File: src/rtl/time_set_controller.sv
// Manual time-set front end: synchronizes and debounces three buttons, steps a
// field selector through the settable fields, and emits up/down pulses with auto-repeat.
module time_set_controller #(
    parameter int DEBOUNCE_CYCLES = 500000,
    parameter int REPEAT_DELAY    = 25000000,
    parameter int REPEAT_PERIOD   = 5000000,
    parameter int NUM_FIELDS      = 6,
    localparam int SEL_W          = (NUM_FIELDS > 1) ? $clog2(NUM_FIELDS) : 1
) (
    input  logic                  clk,
    input  logic                  rst,
    input  logic                  btn_mode,
    input  logic                  btn_up,
    input  logic                  btn_down,
    output logic                  manual_set,
    output logic [SEL_W-1:0]      field_sel,
    output logic [NUM_FIELDS-1:0] field_en,
    output logic                  up,
    output logic                  down
);

    localparam int DB_W   = $clog2(DEBOUNCE_CYCLES) + 1;
    localparam int RP_MAX = (REPEAT_DELAY > REPEAT_PERIOD) ? REPEAT_DELAY : REPEAT_PERIOD;
    localparam int RP_W   = $clog2(RP_MAX) + 1;

    localparam logic [DB_W-1:0]  DB_LAST     = DB_W'(DEBOUNCE_CYCLES - 1);
    localparam logic [RP_W-1:0]  DELAY_LAST  = RP_W'(REPEAT_DELAY - 1);
    localparam logic [RP_W-1:0]  PERIOD_LAST = RP_W'(REPEAT_PERIOD - 1);
    localparam logic [SEL_W-1:0] SEL_LAST    = SEL_W'(NUM_FIELDS - 1);

    typedef enum logic {
        ST_RUN = 1'b0,
        ST_SET = 1'b1
    } state_t;

    // Button index: 0 = mode, 1 = up, 2 = down.
    logic [2:0]      raw;
    logic [2:0]      sync1;
    logic [2:0]      sync2;
    logic [2:0]      deb;
    logic [2:0]      deb_q;
    logic [2:0]      press;
    logic [DB_W-1:0] db_cnt [3];

    assign raw   = {btn_down, btn_up, btn_mode};
    assign press = deb & ~deb_q;

    always_ff @(posedge clk or posedge rst) begin
        if (rst) begin
            sync1 <= '0;
            sync2 <= '0;
            deb   <= '0;
            deb_q <= '0;
            for (int i = 0; i < 3; i++) begin
                db_cnt[i] <= '0;
            end
        end else begin
            sync1 <= raw;
            sync2 <= sync1;
            deb_q <= deb;
            for (int i = 0; i < 3; i++) begin
                if (sync2[i] == deb[i]) begin
                    db_cnt[i] <= '0;
                end else if (db_cnt[i] >= DB_LAST) begin
                    deb[i]    <= sync2[i];
                    db_cnt[i] <= '0;
                end else begin
                    db_cnt[i] <= db_cnt[i] + DB_W'(1);
                end
            end
        end
    end

    state_t          state, state_nxt;
    logic [SEL_W-1:0] sel_nxt;
    logic [NUM_FIELDS-1:0] en_nxt;
    logic            arm_up, arm_up_nxt;
    logic            arm_dn, arm_dn_nxt;
    logic            rpt_first, rpt_first_nxt;
    logic [RP_W-1:0] rpt_cnt, rpt_cnt_nxt;
    logic            rpt_due;
    logic            up_nxt;
    logic            dn_nxt;

    always_comb begin
        state_nxt     = state;
        sel_nxt       = field_sel;
        arm_up_nxt    = arm_up;
        arm_dn_nxt    = arm_dn;
        rpt_first_nxt = rpt_first;
        rpt_cnt_nxt   = rpt_cnt;
        up_nxt        = 1'b0;
        dn_nxt        = 1'b0;
        rpt_due       = rpt_first ? (rpt_cnt >= DELAY_LAST) : (rpt_cnt >= PERIOD_LAST);

        if (press[0]) begin
            // A mode press always disarms, so no pulse can coincide with a field change.
            arm_up_nxt  = 1'b0;
            arm_dn_nxt  = 1'b0;
            rpt_cnt_nxt = '0;
            if (state == ST_RUN) begin
                state_nxt = ST_SET;
                sel_nxt   = '0;
            end else if (field_sel == SEL_LAST) begin
                state_nxt = ST_RUN;
                sel_nxt   = '0;
            end else begin
                sel_nxt = field_sel + SEL_W'(1);
            end
        end else if (state == ST_RUN) begin
            arm_up_nxt  = 1'b0;
            arm_dn_nxt  = 1'b0;
            rpt_cnt_nxt = '0;
        end else if (arm_up) begin
            if (!deb[1] || deb[2]) begin
                arm_up_nxt  = 1'b0;
                rpt_cnt_nxt = '0;
            end else if (rpt_due) begin
                up_nxt        = 1'b1;
                rpt_cnt_nxt   = '0;
                rpt_first_nxt = 1'b0;
            end else begin
                rpt_cnt_nxt = rpt_cnt + RP_W'(1);
            end
        end else if (arm_dn) begin
            if (!deb[2] || deb[1]) begin
                arm_dn_nxt  = 1'b0;
                rpt_cnt_nxt = '0;
            end else if (rpt_due) begin
                dn_nxt        = 1'b1;
                rpt_cnt_nxt   = '0;
                rpt_first_nxt = 1'b0;
            end else begin
                rpt_cnt_nxt = rpt_cnt + RP_W'(1);
            end
        end else if (press[1] && !deb[2]) begin
            arm_up_nxt    = 1'b1;
            up_nxt        = 1'b1;
            rpt_cnt_nxt   = '0;
            rpt_first_nxt = 1'b1;
        end else if (press[2] && !deb[1]) begin
            arm_dn_nxt    = 1'b1;
            dn_nxt        = 1'b1;
            rpt_cnt_nxt   = '0;
            rpt_first_nxt = 1'b1;
        end

        en_nxt = (state_nxt == ST_SET) ? (NUM_FIELDS'(1) << sel_nxt) : '0;
    end

    always_ff @(posedge clk or posedge rst) begin
        if (rst) begin
            state      <= ST_RUN;
            field_sel  <= '0;
            field_en   <= '0;
            manual_set <= 1'b0;
            arm_up     <= 1'b0;
            arm_dn     <= 1'b0;
            rpt_first  <= 1'b0;
            rpt_cnt    <= '0;
            up         <= 1'b0;
            down       <= 1'b0;
        end else begin
            state      <= state_nxt;
            field_sel  <= sel_nxt;
            field_en   <= en_nxt;
            manual_set <= (state_nxt == ST_SET);
            arm_up     <= arm_up_nxt;
            arm_dn     <= arm_dn_nxt;
            rpt_first  <= rpt_first_nxt;
            rpt_cnt    <= rpt_cnt_nxt;
            up         <= up_nxt;
            down       <= dn_nxt;
        end
    end

endmodule

File: config.mk
export PLATFORM = sky130hd
export DESIGN_NAME = time_set_controller
export DESIGN_NICKNAME = d
export VERILOG_FILES = /design/src/rtl/time_set_controller.sv
export SDC_FILE = /design/constraint.sdc
export NUM_CORES = 1
export LEC_CHECK = 0
export ABC_AREA = 1
export BUFFER_PORTS_ARGS = -buffer_cell sky130_fd_sc_hd__clkbuf_2
export CAP_MARGIN = 20
export CORE_MARGIN = 2
export CORE_UTILIZATION = 56
export DETAILED_ROUTE_END_ITERATION = 7
export GPL_TIMING_DRIVEN = 1
export PLACE_DENSITY_LB_ADDON = 0.15
export SKIP_CTS_REPAIR_TIMING = 1
export SLEW_MARGIN = 5
export SYNTH_ARGS = -nofsm -noshare
export SYNTH_HDL_FRONTEND = slang
export SYNTH_SLANG_ARGS = --single-unit
File: constraint.sdc
create_clock -name clk -period 3.15 [get_ports clk]
set_input_delay 0.1575 -clock clk [delete_from_list [all_inputs] [get_ports clk]]
set_output_delay 0.1575 -clock clk [all_outputs]
set_load 0.05 [all_outputs]
==> run_results.csv, run 1 <==
group,metric,value,unit
power_and_ir_drop,ir_worst_vdd,0.725,mV
floorplan,pin_count,17,
detailed_routing,firstDrtPassIters,5,
worst_setup_path,startpoint_type,"flop",
clock_network,root_buffer,"clkbuf_8",
floorplan,die_y,108,um
worst_setup_path,setup.worst_path.end_class,"flop",
global_route,grt_usage,23.5,%
sta,relSlewSlack,44.0,%
detailed_routing,wl_per_cell,12.7,um
clock_network,cts_tree,"built",
clock_network,clk_pin_slew,0.06,ns
floorplan,start_util,58.0,%
sta,fin_skew,0.00795,ns
synth,syn_area,0.00601,mm2
clock_network,cts_buffers,17,
synth,yosysTopAreaCellShare,47.0,%
job,max_cap_viol_count,0,
worst_setup_path,crit_type,"reg2reg",
sta,worst-slew-pin-transition,0.840,ns
clock_network,htree_levels,4,
sta,hold_ws,0.278,ns
synth,yosysTopAreaCell,"dfrtp_1",
global_route,grt_max_degree,68,
floorplan,rows,37,
synth,yosysSeqAreaShare,47.0,%
sta,min_period_over_period,61.1,%
detailed_routing,drcViolationCount,0,
synth,yosysWarnings,0,
worst_setup_path,cp_slowest_stage_delay,0.44,ns
worst_setup_path,crit_buf_inv,0,
final_layout,areaGrowthSynthToFinish,14.5,%
synth,yosys-top-cells-area,"dfrtp_1, nand2_1, nor2_1, inv_1, nand3_1",
place,place_congestion,0.893,
detailed_routing,wl_met1,5.69,mm
sta,max_freq,520,MHz
clock_network,cts_buffer_depth,2,
synth,yosysMostFrequentCell,"nand2_1",
detailed_routing,route.met3.wl,479,um
floorplan,core,0.0104,mm2
run_status,status,"finished clean",
power_and_ir_drop,powerDensity,615,mW/mm2
worst_setup_path,worst_path_max_delay_cell,"a21oi_4",
final_layout,finalNonFillerCells,946,
detailed_routing,totalWireLength,12.1,mm
clock_network,cts_sinks,113,
final_layout,fillers,919,
floorplan,die_area,0.0116,mm2
sta,grt_setup_unrepaired,"no",
detailed_routing,antenna_left,0,
sta,setup_viol,0,
min_path,worstHoldPathType,"in2reg",
final_layout,num-nets-final,806,
place,dp_hpwl,8.36,mm
clock_network,insertion_delay,0.53,ns
power_and_ir_drop,p_leak,3.11,nW
synth,synth_edf_count,0,
global_route,grt_pass1_vias,4738,
synth,postSynthAreaPerCell,7.90,um2
detailed_routing,drt_iter0_markers,294,
global_route,grt_overflow_total,0,
detailed_routing,vias,4975,
worst_setup_path,crit_chain,"ha_1 > nand2_1 > nor2_1 > nand2_1 > nand3_1 > nand2_1 > nand3_2 > nand2_4 > a21oi_4 > nor2_1",
final_layout,layout-drive-gt1-share,10.5,%
global_route,antenna_found_initial,0,
place,dp.cells,910,
synth,synth-main-ff-cell,"dfrtp_1",
detailed_routing,wl_met2,5.63,mm
global_route,grt_pass1_wl,21.5,mm
place,port_buffers,16,
detailed_routing,viasPerCell,5.26,
synth,async_flop_share,100,%
final_layout,final_util,66.3,%
worst_setup_path,cp_top_family,"simple AND/OR/NAND/NOR gates",
worst_setup_path,cp.arrival,2.31,ns
synth,synthCells,761,
worst_setup_path,critPathRequiredTime,3.54,ns
detailed_routing,top_layer,"met4",
sta,setup_tns,0,ns
sta,finalHoldViolations,0,
worst_setup_path,crit_path_frequent_cell,"nand2_1",
sta,final_max_slew_viol_count,0,
final_layout,antennaDiodeCount,0,
synth,synth_common_cells,"nand2_1, nor2_1, dfrtp_1",
floorplan,die_width,108,um
worst_setup_path,cp_max_fo,16,
synth,ys_seq_elements,113,
synth,ys_types,40,
sta,period_minus_slack,1.92,ns
## kinds of logic (layout without fill, tap and decap cells)
group           count (synthesis)  in the layout  synth area share (%)
buf+inv                       115            162                  7.64
flops                         113            113                  47.0
simple gates                  417            417                  31.6
compound gates                 65             65                  6.14
other cells                     1              3                0.0624
fa+ha+maj                       4              4                 0.833
xor+xnor                       46             46                  6.70
## per-stage QoR
step           cell area [um2]  power (mW)  setup slack (ns)
2_1_floorplan             6020        2.21           0.00514
3_3_place_gp              6240        2.35              1.30
3_5_place_dp              6240        2.36              1.24
4_1_cts                   6840        4.27              1.21
5_1_grt                   6880        4.43             0.977
6_report                  6880        4.23              1.23
## metal layers
layer	global-route usage, %	up-vias
met1	31.8	2335
met4	10.4	0
met5	0	-
met3	5.75	21
met2	35.8	110
li1	-	2509
## sequential cells by signal, indices dropped and copies added (netlist names)
register   flops
rpt_cnt       26
rpt_first      1
sync1          3
db_cnt        60
arm_up         1
deb_q          3
state          1
arm_dn         1
sync2          3
field_en       6
field_sel      3
down           1
deb            3
up             1
## final cells by class
class	count	area, um2	share of cell area, %
inverters	109	413	6.00
multi-input cells	535	2730	39.7
flip-flops and latches	113	2830	41.1
clock inverters	11	129	1.87
clock buffers	21	469	6.82
well taps	136	170	2.47
repair buffers	21	140	2.04
## power breakdown
part / switching (mW) / internal (mW)
clock network: 0.682 / 1.21
registers: 0.0688 / 1.54
logic: 0.573 / 0.154
## cells in the final DEF (no fill, tap or decap), types with 3 or more instances in the layout
| cell | synthesis | routed |
|---|---|---|
| dlygate4sd3_1 | 0 | 4 |
| a31oi_1 | 4 | 4 |
| inv_1 | 102 | 101 |
| nand4_2 | 3 | 3 |
| nor2_1 | 136 | 136 |
| clkbuf_2 | 0 | 16 |
| clkbuf_8 | 0 | 5 |
| inv_2 | 5 | 5 |
| nor4_1 | 4 | 4 |
| clkinvlp_4 | 0 | 5 |
| o21ai_0 | 37 | 37 |
| nor3_1 | 19 | 19 |
| dfrtp_1 | 113 | 113 |
| xor2_1 | 31 | 31 |
| nor2_2 | 8 | 8 |
| a21oi_1 | 11 | 11 |
| xnor2_1 | 15 | 15 |
| nand3_2 | 4 | 4 |
| nor2_4 | 3 | 3 |
| ha_1 | 4 | 4 |
| and3_1 | 4 | 4 |
| clkbuf_16 | 0 | 16 |
| conb_1 | 1 | 3 |
| nand3b_1 | 4 | 4 |
| nand3_1 | 60 | 60 |
| nand4_1 | 17 | 17 |
| nand2_1 | 146 | 146 |
| nor3_2 | 4 | 4 |
| o211ai_1 | 3 | 3 |
## worst paths after layout
| path | end | start | depth (start not counted) | slack, ns |
|---|---|---|---|---|
| worst max-delay path | rpt_cnt[11] | rpt_cnt[0] | 10 | 1.23 |
| worst min-delay path | sync1[0] | btn_mode | 2 | 0.28 |
| worst max register to register | rpt_cnt[11] | rpt_cnt[0] | 10 | 1.23 |
| worst min register to register | sync2[2] | sync1[2] | 0 | 0.37 |
| max in group asynchronous | db_cnt[49] | rst | 4 | 2.07 |
| min in group asynchronous | db_cnt[18] | rst | 3 | 0.34 |
(Power assumes the default switching activity.)
==> run 2: changes to the inputs <==
Settings changed: CORE_UTILIZATION 56 to 60.
Clock period 3.15 ns to 2 ns, I/O delays scaled along.
==> run 2 against run 1 <==
Effect of this change: setup slack worse by 1.1 ns; critical path depth shrank 1; combinational power rose by 72%; sequential cell count unchanged; wire length up 3.3%; global-route usage up 1.6 points; largest power group unchanged; worst hold slack worse by 0.046 ns; via count up 0.48%; fmax rose by 4.0%; clock-buffer cell count increased by 4; register-to-register slack worse by 1.1 ns; critical endpoint is now db_cnt[14]; die area decreased by 6.4%; highest routed layer unchanged.
==> run_results.csv, run 2 (synthesis gave the netlist of run 1 again) <==
group,metric,value,unit
final_layout,layout-drive-gt1-share,10.7,%
sta,final_max_slew_viol_count,0,
floorplan,pin_count,17,
clock_network,insertion_delay,0.52,ns
power_and_ir_drop,p_leak,3.14,nW
power_and_ir_drop,p_comb_share,18.7,%
place,dp_hpwl,8.76,mm
power_and_ir_drop,powerDensity,961,mW/mm2
sta,relSlewSlack,53.8,%
power_and_ir_drop,intPower,4.63,mW
run_status,status,"finished clean",
worst_setup_path,cp_top_family,"simple AND/OR/NAND/NOR gates",
final_layout,final_util,71.2,%
power_and_ir_drop,p_seq_share,38.2,%
worst_setup_path,crit_chain,"ha_1 > nand2_1 > nor2_1 > nand3_1 > inv_1 > nand2_1 > nor3_1 > xor2_1 > nor2_1",
global_route,antenna_found_initial,0,
place,port_buffers,16,
final_layout,num-nets-final,813,
sta,worst-slew-pin-transition,0.692,ns
clock_network,clk_pin_slew,0.06,ns
worst_setup_path,startpoint_type,"flop",
power_and_ir_drop,ir_worst_vdd,1.06,mV
global_route,grt_max_degree,37,
clock_network,root_buffer,"clkbuf_8",
sta,period_minus_slack,1.85,ns
detailed_routing,wl_per_cell,13.1,um
power_and_ir_drop,p_sw_share,30.4,%
sta,max_freq,541,MHz
global_route,grt_overflow_total,0,
detailed_routing,drcViolationCount,0,
min_path,worstHoldPathType,"in2async",
sta,finalHoldViolations,0,
power_and_ir_drop,p_switching,2.02,mW
final_layout,layout_common_cells,"nand2_1, nor2_1, dfrtp_1",
final_layout,top_regs,"db_cnt (60), rpt_cnt (26), field_en (6)",
place,place_congestion,0.896,
detailed_routing,firstDrtPassIters,5,
final_layout,areaGrowthSynthToFinish,15.2,%
final_layout,largest_register,"db_cnt",
detailed_routing,drt_iter0_markers,222,
global_route,grt_pass1_wl,22.2,mm
worst_setup_path,cp_max_fo,4,
worst_setup_path,critPathRequiredTime,2.39,ns
floorplan,die_y,104,um
worst_setup_path,worst_path_max_delay_cell,"dfrtp_1",
worst_setup_path,crit_buf_inv,1,
detailed_routing,vias,4999,
final_layout,final_common_cell,"nand2_1",
worst_setup_path,setup.worst_path.end_class,"flop",
worst_setup_path,cp.arrival,2.24,ns
final_layout,antennaDiodeCount,0,
sta,setup_viol,0,
floorplan,die_width,104,um
sta,grt_setup_unrepaired,"no",
floorplan,die_area,0.0108,mm2
detailed_routing,viasPerCell,5.27,
final_layout,largest_register_ffs,60,
sta,min_period_over_period,92.4,%
clock_network,cts_tree,"built",
sta,setup_tns,0,ns
detailed_routing,antenna_left,0,
clock_network,htree_levels,4,
power_and_ir_drop,total_power,6.65,mW
job,max_cap_viol_count,0,
floorplan,rows,36,
clock_network,cts_buffer_depth,2,
clock_network,cts_sinks,113,
worst_setup_path,crit_type,"reg2reg",
floorplan,start_util,61.8,%
power_and_ir_drop,pwr-share-clk,43.0,%
clock_network,cts_buffers,17,
detailed_routing,totalWireLength,12.5,mm
global_route,grt_usage,25.1,%
global_route,grt_pass1_vias,4999,
floorplan,core,0.00973,mm2
worst_setup_path,cp_slowest_stage_delay,0.36,ns
sta,fin_skew,0.00737,ns
==> run 2: worst paths after layout <==
| check | startpoint | to | slack (ns) | cells after the start |
|---|---|---|---|---|
| hold reg to reg | sync1[2] | sync2[2] | 0.35 | 0 |
| setup reg to reg | db_cnt[0] | db_cnt[14] | 0.15 | 9 |
| hold / removal | rst | db_cnt[17] | 0.23 | 3 |
| min in group clk | btn_up | sync1[1] | 0.23 | 2 |
| max in group asynchronous | rst | rpt_cnt[6] | 1.18 | 4 |
| setup / recovery | db_cnt[0] | db_cnt[14] | 0.15 | 9 |
==> run 2: worst min-delay path, cell delays in order <==
cell	delay [ns]
dlygate4sd3_1	0.53
clkbuf_2	0.12
clkinvlp_4	0.46
==> run 2: per-stage QoR <==
| stage | cell area, um2 | instances | hold WS (ns) | setup slack (ns) |
|---|---|---|---|---|
| after floorplan | 6020 | 763 | 0.131 | 0.251 |
| after global placement | 6320 | 914 | 0.210 | 0.315 |
| after detailed placement | 6320 | 914 | 0.210 | 0.172 |
| after CTS | 6880 | 944 | -0.336 | 0.140 |
| after global routing | 6920 | 948 | 0.236 | 0.00443 |
| final | 6920 | 948 | 0.232 | 0.151 |
==> run 2: routing by layer <==
| layer | track usage, % | wire length [um] | vias up |
|---|---|---|---|
| li1 | - | - | 2513 |
| met1 | 32.5 | 5740 | 2369 |
| met2 | 41.4 | 6010 | 102 |
| met3 | 5.70 | 537 | 15 |
| met4 | 9.17 | 165 | 0 |
| met5 | 0 | 0 | - |
==> run 2: power groups by stage <==
stage / clock (mW) / combinational (mW) / sequential (mW)
CTS: 2.90 / 1.25 / 2.54
global route: 3.00 / 1.35 / 2.56
floorplan: 0 / 0.603 / 2.87
detailed placement: 0 / 1.24 / 2.58
finish: 2.86 / 1.25 / 2.54
global placement: 0 / 1.21 / 2.57
==> run 2: cell type report <==
| class | instances | area [um2] |
|---|---|---|
| clock inverters | 5 | 77.6 |
| fillers | 788 | 2810 |
| flip-flops and latches | 113 | 2830 |
| multi-input cells | 535 | 2740 |
| repair buffers | 28 | 218 |
| well taps | 133 | 166 |
| clock buffers | 25 | 484 |
| inverters | 109 | 414 |
==> run 3: changes to the inputs <==
Settings changed: PLACE_DENSITY from default to 0.86, PLACE_DENSITY_LB_ADDON 0.15 to default.
==> run 3 against run 2 <==
Effect of this change: sequential power about the same; combinational power is 4% lower; fmax is 1.0% higher; die area unchanged; setup slack better by 0.018 ns; critical path depth unchanged; critical path type unchanged.
==> run_results.csv, run 3 (synthesis gave the netlist of run 1 again) <==
group,metric,value,unit
detailed_routing,antenna_left,0,
detailed_routing,totalWireLength,12.8,mm
place,dp_hpwl,8.81,mm
final_layout,final_common_cell,"nand2_1",
floorplan,die_y,104,um
detailed_routing,viasPerCell,5.37,
floorplan,rows,36,
clock_network,htree_levels,4,
floorplan,pin_count,17,
worst_setup_path,cp.arrival,2.28,ns
clock_network,insertion_delay,0.54,ns
worst_setup_path,setup.worst_path.end_class,"flop",
final_layout,largest_register_ffs,60,
final_layout,finalNonFillerCells,945,
worst_setup_path,startpoint_type,"flop",
final_layout,areaGrowthSynthToFinish,15.7,%
job,max_cap_viol_count,0,
min_path,worstHoldPathType,"in2async",
worst_setup_path,crit_type,"reg2reg",
global_route,antenna_found_initial,0,
final_layout,top_regs,"db_cnt (60), rpt_cnt (26), field_en (6)",
sta,min_period_over_period,91.5,%
final_layout,layout-drive-gt1-share,10.7,%
worst_setup_path,worst_path_max_delay_cell,"dfrtp_1",
power_and_ir_drop,p_leak,3.15,nW
place,place_ws,0.186,ns
global_route,grt_pass1_wl,22.3,mm
worst_setup_path,ff2ff_path_depth,9,
detailed_routing,vias,5078,
worst_setup_path,reg2reg_slack,0.17,ns
clock_network,cts_sinks,113,
clock_network,cts_tree,"built",
worst_setup_path,crit_chain,"ha_1 > nand2_1 > nor2_1 > nand3_1 > nor3_2 > inv_1 > o21ai_0 > nand2_1 > nor2_1",
power_and_ir_drop,ir_worst_vdd,0.856,mV
clock_network,clk_pin_slew,0.06,ns
worst_setup_path,timing.rr.start,"db_cnt[0]",
detailed_routing,drt_iter0_markers,276,
global_route,grt_pass1_vias,4936,
global_route,grt_overflow_total,0,
run_status,status,"finished clean",
sta,fin_skew,0.0142,ns
sta,setup_tns,0,ns
sta,setup_viol,0,
sta,max_freq,546,MHz
global_route,grt_usage,25.6,%
final_layout,fillers,723,
sta,setup_slack,0.169,ns
sta,hold_ws,0.130,ns
sta,final_max_slew_viol_count,0,
detailed_routing,firstDrtPassIters,5,
worst_setup_path,cp_slowest_stage_delay,0.36,ns
global_route,grt_max_degree,52,
detailed_routing,wl_per_cell,13.5,um
clock_network,cts_buffers,17,
floorplan,die_area,0.0108,mm2
final_layout,num-nets-final,810,
floorplan,core,0.00973,mm2
worst_setup_path,reg2reg_to,"db_cnt[16]",
worst_setup_path,cp_max_fo,4,
place,dp.cells,911,
sta,period_minus_slack,1.83,ns
final_layout,antennaDiodeCount,0,
floorplan,die_width,104,um
detailed_routing,drcViolationCount,0,
worst_setup_path,critPathRequiredTime,2.45,ns
place,port_buffers,16,
floorplan,start_util,61.8,%
clock_network,root_buffer,"clkbuf_8",
final_layout,layout_common_cells,"nand2_1, nor2_1, dfrtp_1",
power_and_ir_drop,powerDensity,1000,mW/mm2
sta,finalHoldViolations,0,
worst_setup_path,crit_start,"db_cnt[0]",
sta,grt_setup_unrepaired,"no",
final_layout,largest_register,"db_cnt",
clock_network,cts_buffer_depth,2,
place,place_congestion,0.918,
[run 3: cell types whose count changed in the layout (fill, tap and decap cells not counted), sizes merged]
cell,before,now
clkinvlp,2,4
clkbuf,41,38
buf,8,5
bufinv,2,4
clkinv,4,3
[run 3: cell type report]
type,count,area (um2),area share [%]
clock inverter,8,151,2.18
clock buffer,22,483,6.94
inverter,109,414,5.95
tap,133,166,2.39
sequential,113,2830,40.6
multi-input combinational,535,2730,39.3
timing repair buffer,25,183,2.63
[run 3: critical path, delay by kind of cell, from the launching register on]
kind                       cells  cell delay, ns
and+or+nand+nor                6            0.97
AOI/OAI and AO/OA              1            0.15
adders and majority gates      1            0.19
DFF                            1            0.36
buffers and inverters          1            0.06
[run 3: per-layer routing]
layer | track usage [%] | part of all wire, % | vias up
met2 | 42.5 | 50 | 117
met4 | 9.27 | 1.7 | 0
met1 | 32.4 | 44 | 2437
met5 | 0 | 0 | -
met3 | 6.77 | 4.3 | 21
li1 | - | - | 2503
[run 3: worst max-delay path by stage]
stage	endpoint	slack (ns)	depth (start not counted)
2_1_floorplan	rpt_cnt[22]	0.25	6
3_3_place_gp	db_cnt[14]	0.30	9
3_5_place_dp	db_cnt[16]	0.19	9
4_1_cts	db_cnt[16]	0.19	9
5_1_grt	db_cnt[38]	0.009	9
6_report	db_cnt[16]	0.17	9
[run 3: per-stage QoR]
stage | cell area, um2 | total power, mW | util, %
after global placement | 6280 | 3.74 | 64.6
after detailed placement | 6280 | 3.78 | 64.6
after CTS | 6920 | 6.99 | 71.1
final | 6960 | 6.97 | 71.5
after floorplan | 6020 | 3.48 | -
after global routing | 6960 | 7.25 | 71.5
[run 3: power by group]
| part | internal, mW | leakage (nW) | switching (mW) |
|---|---|---|---|
| clock | 2.18 | 0.301 | 1.04 |
| combinational | 0.276 | 1.32 | 0.928 |
| sequential | 2.43 | 1.52 | 0.116 |
